==> config.mk <==
export PLATFORM = sky130hd
export DESIGN_NAME = alu_rr_scheduler
export DESIGN_NICKNAME = d
export VERILOG_FILES = /design/src/rtl/alu_sched_pkg.sv /design/src/rtl/alu_core.sv /design/src/rtl/alu_rr_scheduler.sv
export SDC_FILE = /design/constraint.sdc
export NUM_CORES = 1
export LEC_CHECK = 0
export CAP_MARGIN = 20
export CORE_AREA = 5 5 58 60
export CTS_BUF_LIST = sky130_fd_sc_hd__clkbuf_8
export CTS_CLUSTER_DIAMETER = 120
export DETAILED_ROUTE_END_ITERATION = 16
export DIE_AREA = 0 0 63 65
export PLACE_DENSITY_LB_ADDON = 0.1
export SYNTH_ARGS = -nofsm -noshare
export SYNTH_HDL_FRONTEND = slang
export SYNTH_SLANG_ARGS = --single-unit
==> constraint.sdc <==
create_clock -name clk -period 2.71 [get_ports clk]
set_input_delay 0.4065 -clock clk [delete_from_list [all_inputs] [get_ports clk]]
set_output_delay 0.4065 -clock clk [all_outputs]
set_load 0.02 [all_outputs]
==> src/rtl/alu_sched_pkg.sv <==
// Shared opcode constants and scheduler state encoding for alu_rr_scheduler.
package alu_sched_pkg;

  localparam logic [1:0] OP_NOT  = 2'b00;
  localparam logic [1:0] OP_NAND = 2'b01;
  localparam logic [1:0] OP_ADD  = 2'b10;
  localparam logic [1:0] OP_MUL  = 2'b11;

  typedef enum logic [1:0] {
    IDLE = 2'd0,
    EXEC = 2'd1,
    RESP = 2'd2
  } state_t;

endpackage

==> src/rtl/alu_core.sv <==
// Combinational 4-op ALU: NOT A, NAND, ADD with carry, full-width MUL.
// Results are zero-extended to 2*DATA_W bits.
module alu_core
  import alu_sched_pkg::*;
#(
  parameter int DATA_W = 2
) (
  input  logic [DATA_W-1:0]   a,
  input  logic [DATA_W-1:0]   b,
  input  logic [1:0]          op,
  output logic [2*DATA_W-1:0] res
);

  localparam int RES_W = 2 * DATA_W;

  // Logical results are formed at operand width so the upper half stays zero.
  logic [DATA_W-1:0] not_a;
  logic [DATA_W-1:0] nand_ab;

  assign not_a   = ~a;
  assign nand_ab = ~(a & b);

  always_comb begin
    res = '0;
    case (op)
      OP_NOT:  res = {{(RES_W-DATA_W){1'b0}}, not_a};
      OP_NAND: res = {{(RES_W-DATA_W){1'b0}}, nand_ab};
      OP_ADD:  res = RES_W'(a) + RES_W'(b);
      OP_MUL:  res = RES_W'(a) * RES_W'(b);
      default: res = '0;
    endcase
  end

endmodule

==> src/rtl/alu_rr_scheduler.sv <==
// Round-robin sharing of one alu_core between two valid/ready requesters.
// Optional grant counters are enabled with `define ALU_RR_SCHED_STATS_EN.
module alu_rr_scheduler
  import alu_sched_pkg::*;
#(
  parameter int DATA_W = 2,
  parameter int RES_W  = 2 * DATA_W,
  parameter int CNT_W  = 8
) (
  input  logic              clk,
  input  logic              rst_n,
  input  logic              req0_valid,
  output logic              req0_ready,
  input  logic [DATA_W-1:0] req0_a,
  input  logic [DATA_W-1:0] req0_b,
  input  logic [1:0]        req0_op,
  input  logic              req1_valid,
  output logic              req1_ready,
  input  logic [DATA_W-1:0] req1_a,
  input  logic [DATA_W-1:0] req1_b,
  input  logic [1:0]        req1_op,
  output logic              rsp_valid,
  input  logic              rsp_ready,
  output logic              rsp_id,
  output logic [RES_W-1:0]  rsp_data,
  output logic              busy
`ifdef ALU_RR_SCHED_STATS_EN
  ,
  output logic [CNT_W-1:0]  grant_cnt0,
  output logic [CNT_W-1:0]  grant_cnt1
`endif
);

  state_t              state_reg, state_next;
  logic                last_reg;
  logic                id_reg;
  logic [DATA_W-1:0]   a_reg, b_reg;
  logic [1:0]          op_reg;
  logic [RES_W-1:0]    rsp_data_reg;
  logic [RES_W-1:0]    alu_res;
  logic                win0, win1;
  logic                take;
  logic                take_id;

  // Contention goes to the requester that was not granted last.
  assign win0 = req0_valid && (!req1_valid || last_reg);
  assign win1 = req1_valid && (!req0_valid || !last_reg);

  assign req0_ready = rst_n && (state_reg == IDLE) && win0;
  assign req1_ready = rst_n && (state_reg == IDLE) && win1;
  assign take       = req0_ready || req1_ready;
  assign take_id    = req1_ready;

  always_comb begin
    state_next = state_reg;
    rsp_valid  = 1'b0;
    busy       = 1'b1;
    case (state_reg)
      IDLE: begin
        busy = 1'b0;
        if (take) state_next = EXEC;
      end
      EXEC: state_next = RESP;
      RESP: begin
        rsp_valid = 1'b1;
        if (rsp_ready) state_next = IDLE;
      end
      default: state_next = IDLE;
    endcase
  end

  alu_core #(.DATA_W(DATA_W)) u_alu (
    .a   (a_reg),
    .b   (b_reg),
    .op  (op_reg),
    .res (alu_res)
  );

  always_ff @(posedge clk) begin
    if (!rst_n) begin
      state_reg    <= IDLE;
      last_reg     <= 1'b1;
      id_reg       <= 1'b0;
      a_reg        <= '0;
      b_reg        <= '0;
      op_reg       <= '0;
      rsp_data_reg <= '0;
    end else begin
      state_reg <= state_next;
      if (take) begin
        a_reg    <= take_id ? req1_a  : req0_a;
        b_reg    <= take_id ? req1_b  : req0_b;
        op_reg   <= take_id ? req1_op : req0_op;
        id_reg   <= take_id;
        last_reg <= take_id;
      end
      if (state_reg == EXEC) rsp_data_reg <= alu_res;
    end
  end

  assign rsp_id   = id_reg;
  assign rsp_data = rsp_data_reg;

`ifdef ALU_RR_SCHED_STATS_EN
  logic [1:0]       grant_vec;
  logic [CNT_W-1:0] cnt_reg  [2];
  logic [CNT_W-1:0] cnt_next [2];

  assign grant_vec = {req1_ready, req0_ready};

  // Counters stick at all-ones instead of wrapping.
  for (genvar gi = 0; gi < 2; gi++) begin : g_cnt
    assign cnt_next[gi] = (grant_vec[gi] && (cnt_reg[gi] != '1)) ?
                          cnt_reg[gi] + 1'b1 : cnt_reg[gi];
  end

  always_ff @(posedge clk) begin
    if (!rst_n) begin
      cnt_reg[0] <= '0;
      cnt_reg[1] <= '0;
    end else begin
      cnt_reg[0] <= cnt_next[0];
      cnt_reg[1] <= cnt_next[1];
    end
  end

  assign grant_cnt0 = cnt_reg[0];
  assign grant_cnt1 = cnt_reg[1];
`endif

endmodule

# --- Word level (Yosys, flattened, before mapping) ---
# Index checks and enable logic that the tools add are counted.
totals:
  regBits: 14
  input_bits: 17
  out_inout_bits: 9
  wordCells: 42
op_classes:
  add_sub_neg: 1
  mul: 1
  n_eq_ne: 7
  n_mux: 9
  bitwise_logic: 3
  n_reduce_logical: 14
ops:
  columns: ["op", "n"]
  rows:
  - ["4-bit one-hot mux with 4 select lines", 1]
  - ["2-bit 2-to-1 mux", 5]
  - ["2-bit == test, second input constant", 3]
  - ["2-bit one-hot mux with 3 select lines", 1]
  - ["1-bit logical AND", 5]
  - ["2-bit by 1-bit == test with 1-bit output, second input constant", 2]
  - ["2-bit logical NOT", 2]
  - ["2-bit by 2-bit multiplier with 4-bit output", 1]
  - ["2-bit != test, second input constant", 2]
  - ["2-bit inverter", 2]
  - ["2-bit by 2-bit adder with 3-bit output", 1]
  - ["1-bit logical NOT", 3]
  - ["1-bit logical OR", 3]
  - ["2-bit AND", 1]
  - ["1-bit 2-to-1 mux", 2]
  - ["2-bit AND reduction", 1]

# --- Logic depth before layout (Yosys ltp) ---
logic_depth:
  depth_word: 7
  mapped_depth: 6
  mapped_depth_nobuf: 6

# --- By module ---
# Synthesis repeated with hierarchy kept, for this count alone.
unflattened:
  cells_unflattened: 93
  area_unflattened_um2: 822.0
by_module_without_submodules:
  columns: ["module", "instances", "cells_per_inst", "area_each_um2", "seq_area_each_um2"]
  rows:
  - ["alu_rr_scheduler", 1, 71, 646.9, 280.3]
  - ["alu_core", 1, 22, 175.2, 0.0]

# --- Worst setup path before layout ---
# No wires, ideal clock.
synth_timing:
  path_type: "input-to-output"
  start: "input rst_n"
  end: "output req0_ready"
  arrival_ns: 1.384
  path_slack_ns: 0.919
  stages: 4
  path_cell_list: "buf_4 -> or3b_1 -> buf_6 -> a211oi_4"
synth_between:
  elab_chain_len: 2
synth_lines:
  columns: ["item", "line_no", "rtl"]
  rows:
  - ["from (decl)", "alu_rr_scheduler.sv:11", "input logic rst_n,"]
  - ["1-bit logical AND (2 in series)", "alu_rr_scheduler.sv:49", "assign req0_ready = rst_n && (state_reg == IDLE) && win0;"]
  - ["to (decl)", "alu_rr_scheduler.sv:13", "output logic req0_ready,"]
# No other way between the ends.

# --- Final worst setup path ---
# Same ends and word-level chain as after synthesis.

==> results by group <==
Worst setup path
  • Crit-path slowest cell: clkdlybuf4s50_1
  • Crit path top cell by count: clkdlybuf4s50_1
  • Critical path's largest stage delay: 0.64 ns
  • CP Class: input port to output port
  • Worst setup SP type: input port
  • CP Cell Sequence: clkdlybuf4s50_1 -> or3b_1 -> a211oi_4 -> clkdlybuf4s50_1
  • Worst-path fanout max: 3
  • WP data required: 2.30 ns
  • Crit path DAT: 2.17 ns
  • Setup crit end kind: output port

Clock tree
  • Worst-path clk slew: 0.06 ns
  • Htree depth: 1
  • CTS Sinks: 14
  • Worst-Skew Late Latency: between 0.2 and 0.25 ns
  • Hold-fix buffers, CTS: 0
  • Clk root buf: clkbuf_8
  • Post-cts resize count: 0
  • Clk buf depth: 2
  • Number of setup buffers added after CTS: 0
  • CTS tree: done
  • CTS Buf Count: 3

Pwr
  • Peak VDD IR: between 0.2 and 0.25 mV
  • Leakage: 0.0004530 uW
  • Pwr per Cell Area: 510.4 nW/um^2

STA
  • Final setup vio count: 0
  • Final worst slack: 0.1296 ns
  • Max Slew Vio Count: 0
  • Max Clock Skew: 0.001261 ns
  • Maximum clock rate: 0.3875 GHz
  • Worst Tran Pin Value: around 0.47 ns
  • Minimum period implied by the final worst setup slack: 2.580 ns
  • Final period util: 0.9522
  • Relative slew slack: 0.6850
  • Fin. Hold Viols: 0
  • RSZ-0062 raised after global routing: no
  • Fin Setup TNS: 0 ns

Logic synthesis
  • Synthesized flop and latch total: 14
  • Avg Inst Size Synth: 8.882 sq um
  • Count leader, synth: dfxtp_1
  • Yosys warnings: 0
  • Cells after Synth: 91
  • Top cells by area, synth: dfxtp_1 35%, a311oi_1 6.5%, ha_1 6.2%
  • Area leader, netlist: dfxtp_1
  • FFs w/ async S/R, synth: 0
  • Synth Cell Area: slightly above 800 sq um
  • Post-synthesis sequential area ratio: 0.3467
  • Commonest cells in the netlist: 14 x dfxtp_1, 9 x a21oi_1, 9 x nand3_1
  • Syn Nets: 113
  • Number of synthesized flops with an enable pin: 0
  • Top cell type's share of synthesized area: 0.3467
  • Cell variety after synth: 33
  • Prevailing post-synth register cell: dfxtp_1

Die
  • Die ar.: 4095 sq um
  • CORE AREA: approximately 2900 sq um
  • Die X: ~63 um
  • Row cnt: 20
  • IO Count: 26
  • Die H: around 65 um
  • Starting Density: 0.2809

Global routing
  • Initial antenna violation count: 0
  • Largest net degree at the start of global routing: 11
  • First-pass GRT wire length: 3394 um
  • Vias in the first global route: 774
  • Grt total ovfl: 0
  • GRT Resource Usage Total: 0.1027

Finish
  • Flip-flop count of the largest register after layout: 4
  • Share of cells above drive strength 1: 0.1176
  • Antenna cells: 0
  • Area Growth Syn to Fin: 43.19%
  • Final nets: 142

Run status
  • Run status: completed

Placement
  • Number of I/O port buffers: 25
  • HPWL after DPL: 1635 um
  • Post-place setup slack: 0.1233 ns
  • GP Congestion: 0.6774

Drt
  • Vias per Instance: ~5.0
  • Routed Antenna Nets: 0
  • DRT Wirelength: 2004 um
  • Vias: 755
  • DRC errors left: 0
  • WL per Instance: 13.18 um
  • Initial DRT Pass Iterations: 4
  • 1st-iter DRT viols: 17

Hold path
  • Worst Hold Class: flop to flop

Flow run
  • Maxcap violations: 0
-- power breakdown --
| part | total, uW | switching [uW] | internal (uW) |
|---|---|---|---|
| sequential | 245 | 21.0 | 224 |
| clock | 203 | 74.1 | 128 |
| combinational | 143 | 68.2 | 75.3 |
| total | 591 | 163 | 427 |
-- worst max-delay path, delay by kind of cell --
kind | cells | cell delay (ns)
buf+inv | 2 | 1.11
simple gates | 1 | 0.42
compound gates | 1 | 0.24
-- stage by stage --
stage	total power [uW]	cell area (sq um)	std cells	utilization	hold WS [ns]
CTS	598.2	1157	152	0.4022	0.4575
detailed placement	394.1	1102	148	0.3830	0.4488
global placement	394.3	1102	148	0.3830	0.4431
global route	623.2	1157	152	0.4022	0.4791
finish	590.7	1157	152	0.4022	0.4525
floorplan	329.5	808.3	91	-	0.5033
-- layer usage --
metal  global-route usage  part of all wire  vias to the layer above
met5                    0                 0                        -
met4              0.03979             0.013                        0
met3              0.04159             0.054                        2
met2               0.1744              0.50                       13
met1               0.1137              0.43                      351
li1                     -                 -                      389
-- cell families (layout without fill, tap and decap cells) --
kind of cell    after synthesis  in the layout  synth area share
simple gates                 30             30            0.2043
compound gates               31             31            0.2802
buf+inv                       9             37           0.05727
mux                           1              1           0.01393
flops                        14             14            0.3468
xor+xnor                      1              1           0.01084
fa+ha+maj                     5              5           0.08669
-- final timing paths --
kind              slack (ns)                startpoint                       end  depth (start not counted)
setup / recovery        0.13                     rst_n                req0_ready                          4
hold / removal          0.45  rsp_data[3]$_SDFFE_PN0N_  rsp_data[3]$_SDFFE_PN0N_                          2
setup reg to reg        1.17     b_reg[0]$_SDFFE_PN0P_  rsp_data[1]$_SDFFE_PN0N_                          4
hold reg to reg         0.45  rsp_data[3]$_SDFFE_PN0N_  rsp_data[3]$_SDFFE_PN0N_                          2
-- final cells by class --
cell class                      count  area [sq um]
Timing Repair Buffer               30         287.8
Sequential cell                    14         280.3
Clock buffer                        4         55.05
Tap cell                           33         41.29
Inverter                            3         11.26
Fill cell                         288          1720
Multi-Input combinational cell     68         481.7
-- cell usage in the layout, fill, tap and decap left out --
cell / synthesis / layout
clkdlybuf4s50_1: 0 / 25
dfxtp_1: 14 / 14
nand3_1: 9 / 9
a21oi_1: 9 / 9
o21ai_0: 6 / 6
a311oi_1: 6 / 6
nand2_1: 5 / 5
buf_4: 1 / 5
and2_1: 4 / 4
ha_1: 4 / 4
clkbuf_8: 0 / 4
nor2_1: 3 / 3
inv_1: 2 / 2
nor2b_1: 2 / 2
nand2b_1: 2 / 2
a211oi_1: 2 / 2
o31ai_1: 2 / 2
or3b_1: 1 / 1
a21bo_1: 1 / 1
or2_2: 1 / 1
a211oi_4: 1 / 1
mux2_2: 1 / 1
clkinv_1: 1 / 1
o211a_1: 1 / 1
o221ai_2: 1 / 1
o22ai_1: 1 / 1
nor3b_2: 1 / 1
or2_0: 1 / 1
a21boi_0: 1 / 1
nand4_1: 1 / 1
xor2_1: 1 / 1
fa_1: 1 / 1
No activity file was read; power rests on OpenSTA's default activity.
